File: config.mk
export PLATFORM = sky130hd
export DESIGN_NAME = vga_timing_gen
export DESIGN_NICKNAME = d
export VERILOG_FILES = /design/src/rtl/vga_timing_gen.sv
export SDC_FILE = /design/constraint.sdc
export NUM_CORES = 1
export LEC_CHECK = 0
export BUFFER_PORTS_ARGS = -buffer_cell sky130_fd_sc_hd__clkbuf_2
export CAP_MARGIN = 20
export CORE_MARGIN = 5
export CORE_UTILIZATION = 45
export CTS_CLUSTER_DIAMETER = 50
export CTS_CLUSTER_SIZE = 14
export DETAILED_ROUTE_END_ITERATION = 10
export GPL_TIMING_DRIVEN = 0
export PLACE_DENSITY_LB_ADDON = 0.2
export SYNTH_ARGS = -nofsm -noshare
export SYNTH_HDL_FRONTEND = slang
export SYNTH_SLANG_ARGS = --single-unit
File: constraint.sdc
create_clock -name clk -period 3.1 [get_ports clk]
set_clock_uncertainty 0.15 [all_clocks]
set_input_delay 0.31 -clock clk [delete_from_list [all_inputs] [get_ports clk]]
set_output_delay 0.31 -clock clk [all_outputs]
set_load 0.02 [all_outputs]
File: src/rtl/vga_timing_gen.sv
// vga_timing_gen: self-counting VGA timing generator with optional pixel divider.
// Build macro VGA_TIMING_CLKDIV_EN enables the internal CLK_DIV divider.
//
// Ports:
//   clk, reset             system clock, synchronous active-high reset
//   pix_en_in              external pixel enable (used when divider is absent)
//   pix_tick               pixel-rate enable; counters advance when high
//   h_count, v_count       horizontal / vertical counters
//   x_loc, y_loc           pixel coordinates (mirror the counters)
//   video_on               high inside the visible area
//   h_sync, v_sync         sync outputs, active level set by HS_POL / VS_POL
//   line_start             strobe in the last clk of pixel 0 of each line
//   frame_start            strobe in the last clk of pixel (0,0)
//   frame_count            completed frames, modulo 256
module vga_timing_gen #(
  parameter int H_DISPLAY = 640,
  parameter int H_FRONT   = 16,
  parameter int H_SYNC    = 96,
  parameter int H_BACK    = 48,
  parameter int V_DISPLAY = 480,
  parameter int V_FRONT   = 10,
  parameter int V_SYNC    = 2,
  parameter int V_BACK    = 33,
  parameter bit HS_POL    = 1'b0,
  parameter bit VS_POL    = 1'b0,
  parameter int CNT_W     = 10,
  parameter int CLK_DIV   = 4
) (
  input  logic             clk,
  input  logic             reset,
  input  logic             pix_en_in,
  output logic             pix_tick,
  output logic [CNT_W-1:0] h_count,
  output logic [CNT_W-1:0] v_count,
  output logic [CNT_W-1:0] x_loc,
  output logic [CNT_W-1:0] y_loc,
  output logic             video_on,
  output logic             h_sync,
  output logic             v_sync,
  output logic             line_start,
  output logic             frame_start,
  output logic [7:0]       frame_count
);

  localparam int H_TOTAL = H_DISPLAY + H_FRONT + H_SYNC + H_BACK;
  localparam int V_TOTAL = V_DISPLAY + V_FRONT + V_SYNC + V_BACK;

  localparam logic [CNT_W-1:0] LP_H_LAST = CNT_W'(H_TOTAL - 1);
  localparam logic [CNT_W-1:0] LP_V_LAST = CNT_W'(V_TOTAL - 1);
  localparam logic [CNT_W-1:0] LP_H_DISP = CNT_W'(H_DISPLAY);
  localparam logic [CNT_W-1:0] LP_V_DISP = CNT_W'(V_DISPLAY);
  localparam logic [CNT_W-1:0] LP_HS_BEG = CNT_W'(H_DISPLAY + H_FRONT);
  localparam logic [CNT_W-1:0] LP_HS_END = CNT_W'(H_DISPLAY + H_FRONT + H_SYNC);
  localparam logic [CNT_W-1:0] LP_VS_BEG = CNT_W'(V_DISPLAY + V_FRONT);
  localparam logic [CNT_W-1:0] LP_VS_END = CNT_W'(V_DISPLAY + V_FRONT + V_SYNC);

  logic [CNT_W-1:0] r_h;
  logic [CNT_W-1:0] r_v;
  logic [7:0]       r_frame;
  logic             w_tick;
  logic             w_h_last;
  logic             w_v_last;
  logic             w_h_zero;
  logic             w_v_zero;

`ifdef VGA_TIMING_CLKDIV_EN
  localparam int DIV_W = (CLK_DIV > 1) ? $clog2(CLK_DIV) : 1;
  localparam logic [DIV_W-1:0] LP_DIV_LAST = DIV_W'(CLK_DIV - 1);

  logic [DIV_W-1:0] r_div;
  logic             w_unused_pix_en;

  assign w_unused_pix_en = pix_en_in;
  assign w_tick = (r_div == LP_DIV_LAST);

  always_ff @(posedge clk) begin
    if (reset) begin
      r_div <= '0;
    end else if (w_tick) begin
      r_div <= '0;
    end else begin
      r_div <= r_div + DIV_W'(1);
    end
  end
`else
  assign w_tick = pix_en_in;
`endif

  assign w_h_last = (r_h == LP_H_LAST);
  assign w_v_last = (r_v == LP_V_LAST);
  assign w_h_zero = (r_h == '0);
  assign w_v_zero = (r_v == '0);

  // v and frame counters only move on the h wrap edge
  always_ff @(posedge clk) begin
    if (reset) begin
      r_h     <= '0;
      r_v     <= '0;
      r_frame <= '0;
    end else if (w_tick) begin
      if (w_h_last) begin
        r_h <= '0;
        if (w_v_last) begin
          r_v     <= '0;
          r_frame <= r_frame + 8'd1;
        end else begin
          r_v <= r_v + CNT_W'(1);
        end
      end else begin
        r_h <= r_h + CNT_W'(1);
      end
    end
  end

  assign pix_tick    = w_tick;
  assign h_count     = r_h;
  assign v_count     = r_v;
  assign x_loc       = r_h;
  assign y_loc       = r_v;
  assign frame_count = r_frame;
  assign video_on    = (r_h < LP_H_DISP) && (r_v < LP_V_DISP);
  assign h_sync      = ((r_h >= LP_HS_BEG) && (r_h < LP_HS_END)) ? HS_POL : ~HS_POL;
  assign v_sync      = ((r_v >= LP_VS_BEG) && (r_v < LP_VS_END)) ? VS_POL : ~VS_POL;
  assign line_start  = w_tick & w_h_zero;
  assign frame_start = w_tick & w_h_zero & w_v_zero;

endmodule

Yosys cells after proc, flatten, opt, wreduce, memory -nomap -nowiden
Index checks and enable logic that the tools add are counted.
{ "word_totals": {"reg_bits": 28, "output_inout_bits": 54, "word_cells": 27, "in_bits": 3} }
{ "op_classes": {"n_eq_ne": 2, "muxes": 4, "add_sub_neg": 3, "n_lt_le_gt_ge": 6, "n_reduce_logical": 7, "n_bitwise": 2} }
{ "op_table": {"columns": ["op", "n"], "rows": [
  ["adder 10 x 1 -> 10 bit (second input constant)", 2],
  ["equality test 10 bit (second input constant)", 2],
  ["zero test 10 bit", 2],
  ["less-than comparator 10 bit (second input constant)", 2],
  ["less-than comparator 10 x 9 -> 1 bit (second input constant)", 2],
  ["two-way mux 10 bit", 2],
  [">= comparator 10 bit (second input constant)", 1],
  [">= comparator 10 x 9 -> 1 bit (second input constant)", 1],
  ["adder 8 x 1 -> 8 bit (second input constant)", 1],
  ["logical AND 1 bit", 3],
  ["AND reduction 3 bit", 1],
  ["AND 1 bit", 2],
  ["two-way mux 1 bit", 2],
  ["AND reduction 2 bit", 1]
]} }

Depth between registers and ports, before layout
Gate-level depths: netlist of the first run.
{ "depth": {"word_depth": 3, "ltp_mapped": 8, "mapped_depth_nobuf": 6} }

Worst setup path before layout of the first run
No wires, ideal clock.
{ "synth_timing": {"path_kind": "register -> register", "start": "register r_v[4] (netlist: v_count[4])", "end": "register r_frame[6] (netlist: frame_count[6])", "setup_time_ns": 0.071, "setup_slack_ns": 0.838, "required_ns": 2.879, "stages_incl_launch_ff": 6, "path_buffers": 1, "arrival_time_ns": 2.042, "period_less_slack_ns": 2.262, "path_cell_list": "dfxtp_1 or4_4 or3_1 buf_2 or4_1 a21oi_1"} }
{ "synth_between": {"elab_chain_cells": 2} }
{ "synth_rtl": {"columns": ["item", "line_no", "text"], "rows": [
  ["start: declaration", "58", "logic [CNT_W-1:0] r_v;"],
  ["start signal: assignment", "107", "r_v <= r_v + CNT_W'(1);"],
  ["equality test 10 bit", "90", "assign w_v_last = (r_v == LP_V_LAST);"],
  ["AND reduction 3 bit (no source line)", null, null],
  ["end signal: assignment", "105", "r_frame <= r_frame + 8'd1;"],
  ["end: declaration", "59", "logic [7:0] r_frame;"]
]} }
No other way between the ends.
A chain may end at the register's enable or synchronous reset.

Worst setup path in the final report of the first run
{ "layout_timing": {"start": "register r_h[5] (netlist: h_count[5])", "end": "register r_frame[5] (netlist: frame_count[5])"} }
{ "layout_between": {"elab_chain_cells": 2} }
{ "layout_rtl": {"columns": ["item", "line_no", "text"], "rows": [
  ["start: declaration", "57", "logic [CNT_W-1:0] r_h;"],
  ["start signal: assignment", "110", "r_h <= r_h + CNT_W'(1);"],
  ["equality test 10 bit", "89", "assign w_h_last = (r_h == LP_H_LAST);"],
  ["AND reduction 3 bit (no source line)", null, null]
]} }
No other way between the ends.

==> results of run 1 <==
==> where the power goes <==
part | switching, mW | internal [mW] | total [mW]
logic | 0.0306 | 0.0196 | 0.0502
registers | 0.00555 | 0.363 | 0.368
clock network | 0.110 | 0.0458 | 0.156
==> placed cells by master, fill, tap and decap left out, types with 2 or more instances in the layout <==
cell type,n
a21oi_1,17
and3_1,4
and4_1,4
buf_2,2
buf_4,21
clkbuf_1,9
clkbuf_2,55
clkbuf_4,3
dfxtp_1,28
ha_1,5
inv_1,6
nand2_1,9
nand2b_1,2
nand3_1,13
nand4_1,7
nor2_1,15
nor3_1,4
nor4b_1,3
o21ai_0,10
o31ai_1,7
or2_2,2
or3_1,9
or4_1,7
xnor2_1,5
xor2_1,5
==> layout make-up <==
cell class,count,share of cell area
Sequential cell,28,0.2843
Multi-Input combinational cell,134,0.4220
Tap cell,46,0.02919
Clock buffer,3,0.01142
Inverter,6,0.01142
Timing Repair Buffer,55,0.1396
Buffer,32,0.1022
==> flip-flops by register name, summed over array words and instances (netlist names) <==
name and cells:
h_count 10, frame_count 8, v_count 10
==> how the worst min path moves through the flow <==
| stage | start | endpoint | slack, ns |
|---|---|---|---|
| after floorplan | reset | frame_count[0] | 0.23 |
| after global placement | frame_count[7] | frame_count[7] | 0.32 |
| after detailed placement | frame_count[7] | frame_count[7] | 0.33 |
| after CTS | reset | frame_count[7] | 0.01 |
| after global routing | reset | frame_count[7] | 0.02 |
| final | reset | frame_count[7] | 0.02 |
==> layer usage <==
| metal | global-route usage | up-vias |
|---|---|---|
| met5 | 0 | - |
| met4 | 0.03191 | 0 |
| met3 | 0.03443 | 4 |
| met2 | 0.2476 | 40 |
| met1 | 0.2186 | 718 |
| li1 | - | 815 |
==> stage by stage <==
stage | total power, mW | std cells | setup WS (ns) | utilization
after floorplan | 0.4102 | 200 | 0.8375 | -
after global placement | 0.4259 | 301 | 0.7850 | 0.5707
after detailed placement | 0.4267 | 301 | 0.7414 | 0.5707
after CTS | 0.5793 | 304 | 0.7033 | 0.5773
after global routing | 0.5995 | 304 | 0.4615 | 0.5773
final | 0.5745 | 304 | 0.7152 | 0.5773
==> logic make-up (layout without fill, tap and decap cells) <==
| logic type | Yosys count | in the layout | synth area share |
|---|---|---|---|
| simple gates | 82 | 82 | 0.2902 |
| buf+inv | 38 | 96 | 0.1385 |
| compound gates | 36 | 36 | 0.1254 |
| flops | 28 | 28 | 0.3468 |
| xor+xnor | 10 | 10 | 0.05418 |
| fa+ha+maj | 5 | 5 | 0.03870 |
| mux | 1 | 1 | 0.006192 |
==> results_dict.tcl, run 1 <==
set metrics [dict create \
    dp_hpwl_um 2859 \
    fp.dieW_um 69.94 \
    path_buf_inv 2 \
    maxCapViolations 0 \
    htreeDepth 1 \
    reg2reg_slack_ns 0.72 \
    antenna_cells 0 \
    drtIter0Drc 126 \
    cts_buffer_depth 2 \
    overflow 0 \
    fin_tns_setup_ns 0 \
    critPathRequiredTime_ns 3.23 \
    postCtsSetupBuffers 0 \
    grt_start_max_net_pins 15 \
    ys_types 29 \
    period_share 0.7693 \
    insertion_delay_ns 0.34 \
    holdCritPathClass "input port to register" \
    cts_buffers 3 \
    die-area_sq_um 4891 \
    cts_resized 0 \
    ant_nets 0 \
    synth_edf_count 0 \
    crit_cells 6 \
    yosysSeqAreaShare 0.3467 \
    tightest_slew_ns 0.4510 \
    finalNetCount 268 \
    firstDrtPassIters 4 \
    synth_commonest_cells "dfxtp_1 (28), buf_4 (21), a21oi_1 (17)" \
    hold_buffers 0 \
    clkTransAtPathRegs_ns 0.15 \
    endpoint "frame_count[5]" \
    path_cells "clkbuf_1, nor4b_1, nand4_1, clkbuf_1, or4_1, a21oi_1" \
    timing.hold.ws_ns 0.01711 \
    leakage_nw 0.8425 \
    cts_sinks 28 \
    crit_fanout 10 \
    cts_root_buf "clkbuf_4" \
    synth_top_cell_area_share 0.3467 \
    cellPowerDensity_nw_per_um2 291.3 \
    die_height_um 69.94 \
    slowest_delay_ns 0.54 \
    startpoint_type "register" \
    wl_met2_um 1748 \
    cp_common_cell "clkbuf_1" \
    grt_setup_unrepaired "no" \
    critPathKind "register to register" \
    yosys.cell_count.top_type "dfxtp_1" \
    cts_tree "built" \
    n_fill_cell 356 \
    multiInputGateArea_sq_um 832.0 \
    crit_path_end_kind "register" \
    ys.flop_type "dfxtp_1" \
    wl_per_cell_um 12.70 \
    maxSlewViolCount 0 \
    r2r_start "h_count[5]" \
    hold_violations 0 \
    syn_area_per_cell_sq_um 8.083 \
    via_count 1577 \
    slew_headroom 0.6993 \
    wl_met3_um 217 \
    netlist_instances 200 \
    ys_seq_elements 28 \
    drc 0 \
    status "completed" \
    syn_nets 208 \
    timing.fmax_mhz 419.3 \
    place_congestion 0.7651 \
    netlist_area_sq_um 1617 \
    irDropWorstVdd_mv 0.2362 \
    yosys_warnings 0 \
    grt_pass1_wl_um 6555 \
    routed_wl_um 3862 \
    layout_min_cycle_time_ns 2.385 \
    drive_above_1_share 0.3256 \
    register_area_sq_um 560.5 \
    port_buffers 55 \
    synthTopCellsByArea "dfxtp_1 (35%), buf_4 (9.8%), a21oi_1 (5.3%), nand3_1 (4.0%), ha_1 (3.9%)" \
    met1_length_um 1869 \
    cp_data_arrival_time_ns 2.52 \
    core_area_sq_um 3416 \
    start_util 0.4733 \
    grt.total_usage 0.1566 \
    final_cell_area_sq_um 1972 \
    holdPathStages 2 \
    area_growth_pct 21.98 \
    grt_pass1_vias 1382 \
    antenna_found_initial 0 \
    postPlaceCellArea_sq_um 1949 \
    num_rows 21 \
    synth_area_leader_cell "dfxtp_1" \
    highest_layer "met4" \
    async_flop_share 0 \
    cp_top_family "simple AND/OR/NAND/NOR gates" \
    setup.worst_path.start "h_count[5]" \
    crit_slowest_cell "or4_1" \
    worstRegToRegCells 6 \
    setup-violations-final 0 \
    pin_count 57 \
    r2r-end "frame_count[5]" \
    routed_via_density 5.188 \
]
Note: power is estimated with default switching activity, not from simulation.
==> run 2, diff against run 1 <==
==> constraint.sdc (replaced) <==
create_clock -name clk -period 2.1 [get_ports clk]
set_clock_uncertainty 0.15 [all_clocks]
set_input_delay 0.21 -clock clk [delete_from_list [all_inputs] [get_ports clk]]
set_output_delay 0.21 -clock clk [all_outputs]
set_load 0.02 [all_outputs]
==> run 2 against run 1 <==
Net effect:
- the run now ends with setup timing left
- hold slack gained 0.15 ns
- first-iteration DRC count decreased by 18%
- register-to-register slack worse by 0.73 ns
- combinational power up 55%
- final area rose by 6.9%
- global-route usage is 0.92 points higher
- final cell count rose by 0.99%
- flip-flop and latch count did not move
- critical path type unchanged
- sequential share of layout area shrank 0.52 points
- power increased by 53%
==> results_dict.tcl, run 2 (synthesized netlist as in run 1, its figures left out) <==
set metrics [dict create \
    routed_via_density 5.309 \
    start_util 0.4733 \
    cp_data_arrival_time_ns 2.24 \
    layout_common_cells "clkbuf_2 (55), buf_4 (27), dfxtp_1 (16)" \
    min_to "h_count[0]" \
    r2r_start "v_count[5]" \
    routed_wl_um 4082 \
    dp_cells 301 \
    n_fill_cell 331 \
    startpoint_type "register" \
    fin_util 0.6169 \
    maxSlewViolCount 0 \
    pin_count 57 \
    die-area_sq_um 4891 \
    violations "setup timing" \
    firstDrtPassIters 4 \
    clkTransAtPathRegs_ns 0.15 \
    die_height_um 69.94 \
    cts_buffers 3 \
    place_congestion 0.8105 \
    cts_sinks 28 \
    overflow 0 \
    grt_pass1_wl_um 6948 \
    grt_setup_unrepaired "yes" \
    register_area_sq_um 588.1 \
    area_growth_pct 30.34 \
    setup-violations-final 1 \
    cts_buffer_depth 2 \
    port_buffers 55 \
    dp_hpwl_um 2922 \
    multiInputGateArea_sq_um 875.8 \
    worst_slack_ns -0.01694 \
    grt_start_max_net_pins 16 \
    critPathRequiredTime_ns 2.22 \
    critPathKind "register to register" \
    slew_headroom 0.6593 \
    fin_tns_setup_ns -0.01694 \
    worstRegToRegCells 5 \
    cts_root_buf "clkbuf_4" \
    hp-start "pix_en_in" \
    final_common_cell "clkbuf_2" \
    wl_per_cell_um 13.30 \
    cts_tree "built" \
    timing.fmax_mhz 472.4 \
    crit_fanout 8 \
    grt.total_usage 0.1658 \
    finalNetCount 270 \
    maxCapViolations 0 \
    drtIter0Drc 103 \
    irDropWorstVdd_mv 0.2467 \
    timing.hold.ws_ns 0.1664 \
    leakage_nw 0.9006 \
    layout_min_cycle_time_ns 2.117 \
    fp.dieW_um 69.94 \
    final_cell_area_sq_um 2107 \
    core_area_sq_um 3416 \
    antenna_cells 0 \
    grt_pass1_vias 1500 \
    holdCritPathClass "input port to register" \
    drc 0 \
    postPlaceCellArea_sq_um 1971 \
    htreeDepth 1 \
    reg2reg_slack_ns -0.02 \
    num_rows 21 \
    cellPowerDensity_nw_per_um2 416.4 \
    hold_violations 0 \
    antenna_found_initial 0 \
    r2r-end "frame_count[0]" \
    drive_above_1_share 0.4253 \
    holdPathStages 3 \
    stdcell_count 307 \
    via_count 1630 \
    status "finished with violations" \
    insertion_delay_ns 0.32 \
    period_share 1.008 \
    tightest_slew_ns 0.5110 \
    ant_nets 0 \
    crit_path_end_kind "register" \
]
[run 2: critical path, cell delays in order (launching register included)]
cell and delay (ns):
dfxtp_4 0.39, or4_4 0.54, or3_4 0.39, buf_6 0.15, or3_4 0.32, a21oi_2 0.13
[run 2: per-layer routing]
layer / routed length (um) / track usage
met1: 1802 / 0.2037
met5: 0 / 0
met3: 184 / 0.02296
met2: 2082 / 0.3001
met4: 12 / 0.04468
[run 2: worst max-delay path by stage]
stage / start / to / slack [ns] / cells after the start
floorplan: h_count[5] / frame_count[6] / 0.01 / 6
global placement: h_count[5] / frame_count[5] / -0.15 / 6
detailed placement: h_count[5] / frame_count[5] / -0.17 / 6
CTS: v_count[6] / frame_count[3] / -0.04 / 5
global route: v_count[5] / frame_count[0] / -0.07 / 5
finish: v_count[5] / frame_count[0] / -0.02 / 5
[run 2: layout make-up]
type,count,area share
multi-input cells,134,0.4157
flip-flops and latches,28,0.2791
repair buffers,62,0.1568
inverters,6,0.01069
well taps,46,0.02732
clock buffers,4,0.01722
plain buffers,27,0.09323
[run 2: where the power goes]
| part | switching, mW | internal (mW) | total (mW) |
|---|---|---|---|
| Clock | 0.154 | 0.106 | 0.260 |
| Sequential | 0.00807 | 0.531 | 0.539 |
| Combinational | 0.0457 | 0.0322 | 0.0779 |
| Total | 0.208 | 0.669 | 0.877 |
[run 2: what timing repair did]
action                                 in CTS  in global routing
endpoints found under the hold margin       2                  0
buffers inserted                            4                  1
pin swaps                                   1                  6
resized for setup                           7                 22
setup endpoints to repair                  23                 25
hold buffers                                1                  0
gates cloned                                1                  0
[run 2: through the flow]
step | worst slack, ns | total power [mW]
final | -0.01694 | 0.8774
after global routing | -0.07308 | 0.9248
after global placement | -0.1518 | 0.6265
after floorplan | 0.01080 | 0.6029
after CTS | -0.04105 | 0.8929
after detailed placement | -0.1683 | 0.6273
==> run 3, diff against run 2 <==
--- a/config.mk
+++ b/config.mk
@@ -6,7 +6,7 @@
 export NUM_CORES = 1
 export LEC_CHECK = 0
 export BUFFER_PORTS_ARGS = -buffer_cell sky130_fd_sc_hd__clkbuf_2
-export CAP_MARGIN = 20
+export CORE_ASPECT_RATIO = 1.25
 export CORE_MARGIN = 5
 export CORE_UTILIZATION = 45
 export CTS_CLUSTER_DIAMETER = 50
@@ -14,6 +14,7 @@
 export DETAILED_ROUTE_END_ITERATION = 10
 export GPL_TIMING_DRIVEN = 0
 export PLACE_DENSITY_LB_ADDON = 0.2
+export REMOVE_ABC_BUFFERS = 1
 export SYNTH_ARGS = -nofsm -noshare
 export SYNTH_HDL_FRONTEND = slang
 export SYNTH_SLANG_ARGS = --single-unit
==> run 3 against run 2 <==
Net effect:
- the flow still finishes with violations (setup timing)
- count of clock-buffer cells in the layout did not move
- non-clock buffer count down 25
- critical path depth shrank 1
- utilization shrank 6.3 points
- final area shrank 8.4%
- die area is 0.16% higher
==> results_dict.tcl, run 3 (synthesized netlist as in run 1, its figures left out) <==
set metrics [dict create \
    violations "setup timing" \
    wl_per_cell_um 13.97 \
    postPlaceCellArea_sq_um 1744 \
    clkTransAtPathRegs_ns 0.09 \
    routed_via_density 5.549 \
    tightest_slew_ns 0.3669 \
    slowest_delay_ns 0.57 \
    grt_pass1_vias 1397 \
    cp_top_family "simple AND/OR/NAND/NOR gates" \
    hp-start "reset" \
    insertion_delay_ns 0.28 \
    reg2reg_slack_ns -0.03 \
    cts_buffers 3 \
    port_buffers 56 \
    start_util 0.4641 \
    via_count 1537 \
    grt_setup_unrepaired "yes" \
    die_height_um 77.01 \
    intPower_mw 0.7271 \
    n_fill_cell 347 \
    place_congestion 0.7208 \
    path_cells "or4_4, or3_4, or4_1, a21oi_1" \
    drtIter0Drc 54 \
    routed_wl_um 3869 \
    area_growth_pct 19.43 \
    fin_util 0.5542 \
    r2r_start "v_count[4]" \
    overflow 0 \
    power.share.switching 0.2320 \
    crit_path_end_kind "register" \
    final_cell_area_sq_um 1931 \
    maxSlewViolCount 0 \
    seqPwrFrac 0.571 \
    drive_above_1_share 0.3697 \
    worst_slack_ns -0.02843 \
    hold_violations 0 \
    holdCritPathClass "input port to register" \
    drc 0 \
    status "finished with violations" \
    finalNetCount 247 \
    layout_common_cells "clkbuf_2 (56), dfxtp_1 (18), a21oi_1 (16)" \
    setup-violations-final 5 \
    cts_buffer_depth 2 \
    layout_min_cycle_time_ns 2.128 \
    cts_sinks 28 \
    fp.dieW_um 63.61 \
    cellPowerDensity_nw_per_um2 490.3 \
    worstRegToRegCells 4 \
    num_rows 24 \
    comb_power_share 0.075 \
    antenna_found_initial 0 \
    p_switching_mw 0.2196 \
    core_area_sq_um 3483 \
    final_common_cell "clkbuf_2" \
    irDropWorstVdd_mv 0.2640 \
    pin_count 57 \
    cts_root_buf "clkbuf_8" \
    path_buf_inv 0 \
    dp_hpwl_um 2495 \
    antenna_cells 0 \
    firstDrtPassIters 4 \
    register_area_sq_um 578.1 \
    ant_nets 0 \
    cts_tree "built" \
    critPathRequiredTime_ns 2.16 \
    min_to "frame_count[6]" \
    maxCapViolations 0 \
    startpoint_type "register" \
    crit_fanout 6 \
    critPathKind "register to register" \
    grt.total_usage 0.1569 \
    multiInputGateArea_sq_um 885.9 \
    htreeDepth 1 \
    period_share 1.014 \
    hold_buffers 0 \
    grt_start_max_net_pins 16 \
    pwr-share-clk 0.355 \
    timing.fmax_mhz 469.8 \
    slew_headroom 0.7551 \
    cp_data_arrival_time_ns 2.19 \
    r2r-end "frame_count[3]" \
    leakage_nw 0.7838 \
    die-area_sq_um 4899 \
    crit_slowest_cell "or4_4" \
    grt_pass1_wl_um 6437 \
    holdPathStages 2 \
]
==> run 3: changes by cell type in the layout (fill, tap and decap cells not counted), moves of 2 or more <==
cell,change
dfxtp_4,-3
clkbuf_8,+3
buf_4,-19
buf_6,-2
clkbuf_1,-3
clkbuf_4,-3
dfxtp_1,+2
==> run 3: repair_timing <==
item | CTS | global route
endpoints found under the hold margin | 0 | 0
pin swaps | 8 | 1
endpoints found under the setup margin | 25 | 13
setup buffers | 7 | 1
gates resized for setup | 8 | 12
cloned | 2 | 0
==> run 3: layout make-up <==
class | instances | share of cell area
inverter | 6 | 0.01167
multi-input combinational | 136 | 0.4588
timing repair buffer | 64 | 0.1763
tap | 39 | 0.02528
clock buffer | 4 | 0.02852
sequential | 28 | 0.2994
==> run 3: worst max-delay path by stage <==
stage | cells past startpoint | slack, ns | end | start
floorplan | 4 | -0.50 | frame_count[3] | h_count[8]
global route | 4 | -0.08 | frame_count[3] | v_count[4]
CTS | 4 | -0.02 | frame_count[3] | v_count[4]
detailed placement | 4 | -0.80 | frame_count[4] | h_count[8]
global placement | 4 | -0.70 | frame_count[5] | h_count[8]
finish | 4 | -0.03 | frame_count[3] | v_count[4]
==> run 3: power groups by stage <==
stage               clock (mW)  combinational [mW]  sequential (mW)
floorplan                    0              0.0284            0.564
CTS                      0.347              0.0675            0.540
global placement             0              0.0665            0.555
global route             0.368              0.0772            0.542
detailed placement           0              0.0671            0.555
finish                   0.336              0.0707            0.540
==> run 3: worst reg2reg max path, stage by stage (launching register included) <==
cell and delay [ns]:
dfxtp_4 0.35, or4_4 0.57, or3_4 0.38, or4_1 0.47
a21oi_1 0.14
==> run 3: metrics by stage <==
stage | instances | TNS [ns] | total power [mW] | setup slack (ns) | hold slack (ns)
after detailed placement | 263 | -15.69 | 0.6218 | -0.7974 | 0.3252
final | 277 | -0.06441 | 0.9467 | -0.02843 | 0.1132
after global routing | 277 | -0.3405 | 0.9873 | -0.07764 | 0.1434
after global placement | 263 | -13.69 | 0.6215 | -0.7005 | 0.3196
after floorplan | 168 | -8.260 | 0.5924 | -0.5030 | 0.1291
after CTS | 276 | -0.01992 | 0.9545 | -0.01746 | 0.1365
==> run 3: routing by layer <==
metal  part of all wire  wire (um)  GRT usage  up-vias
met5                  0          0          0        -
met3              0.047        182    0.01901        4
li1                   -          -          -      772
met2               0.51       1958     0.2754       44
met4              0.011         44    0.06029        0
met1               0.43       1683     0.1910      717
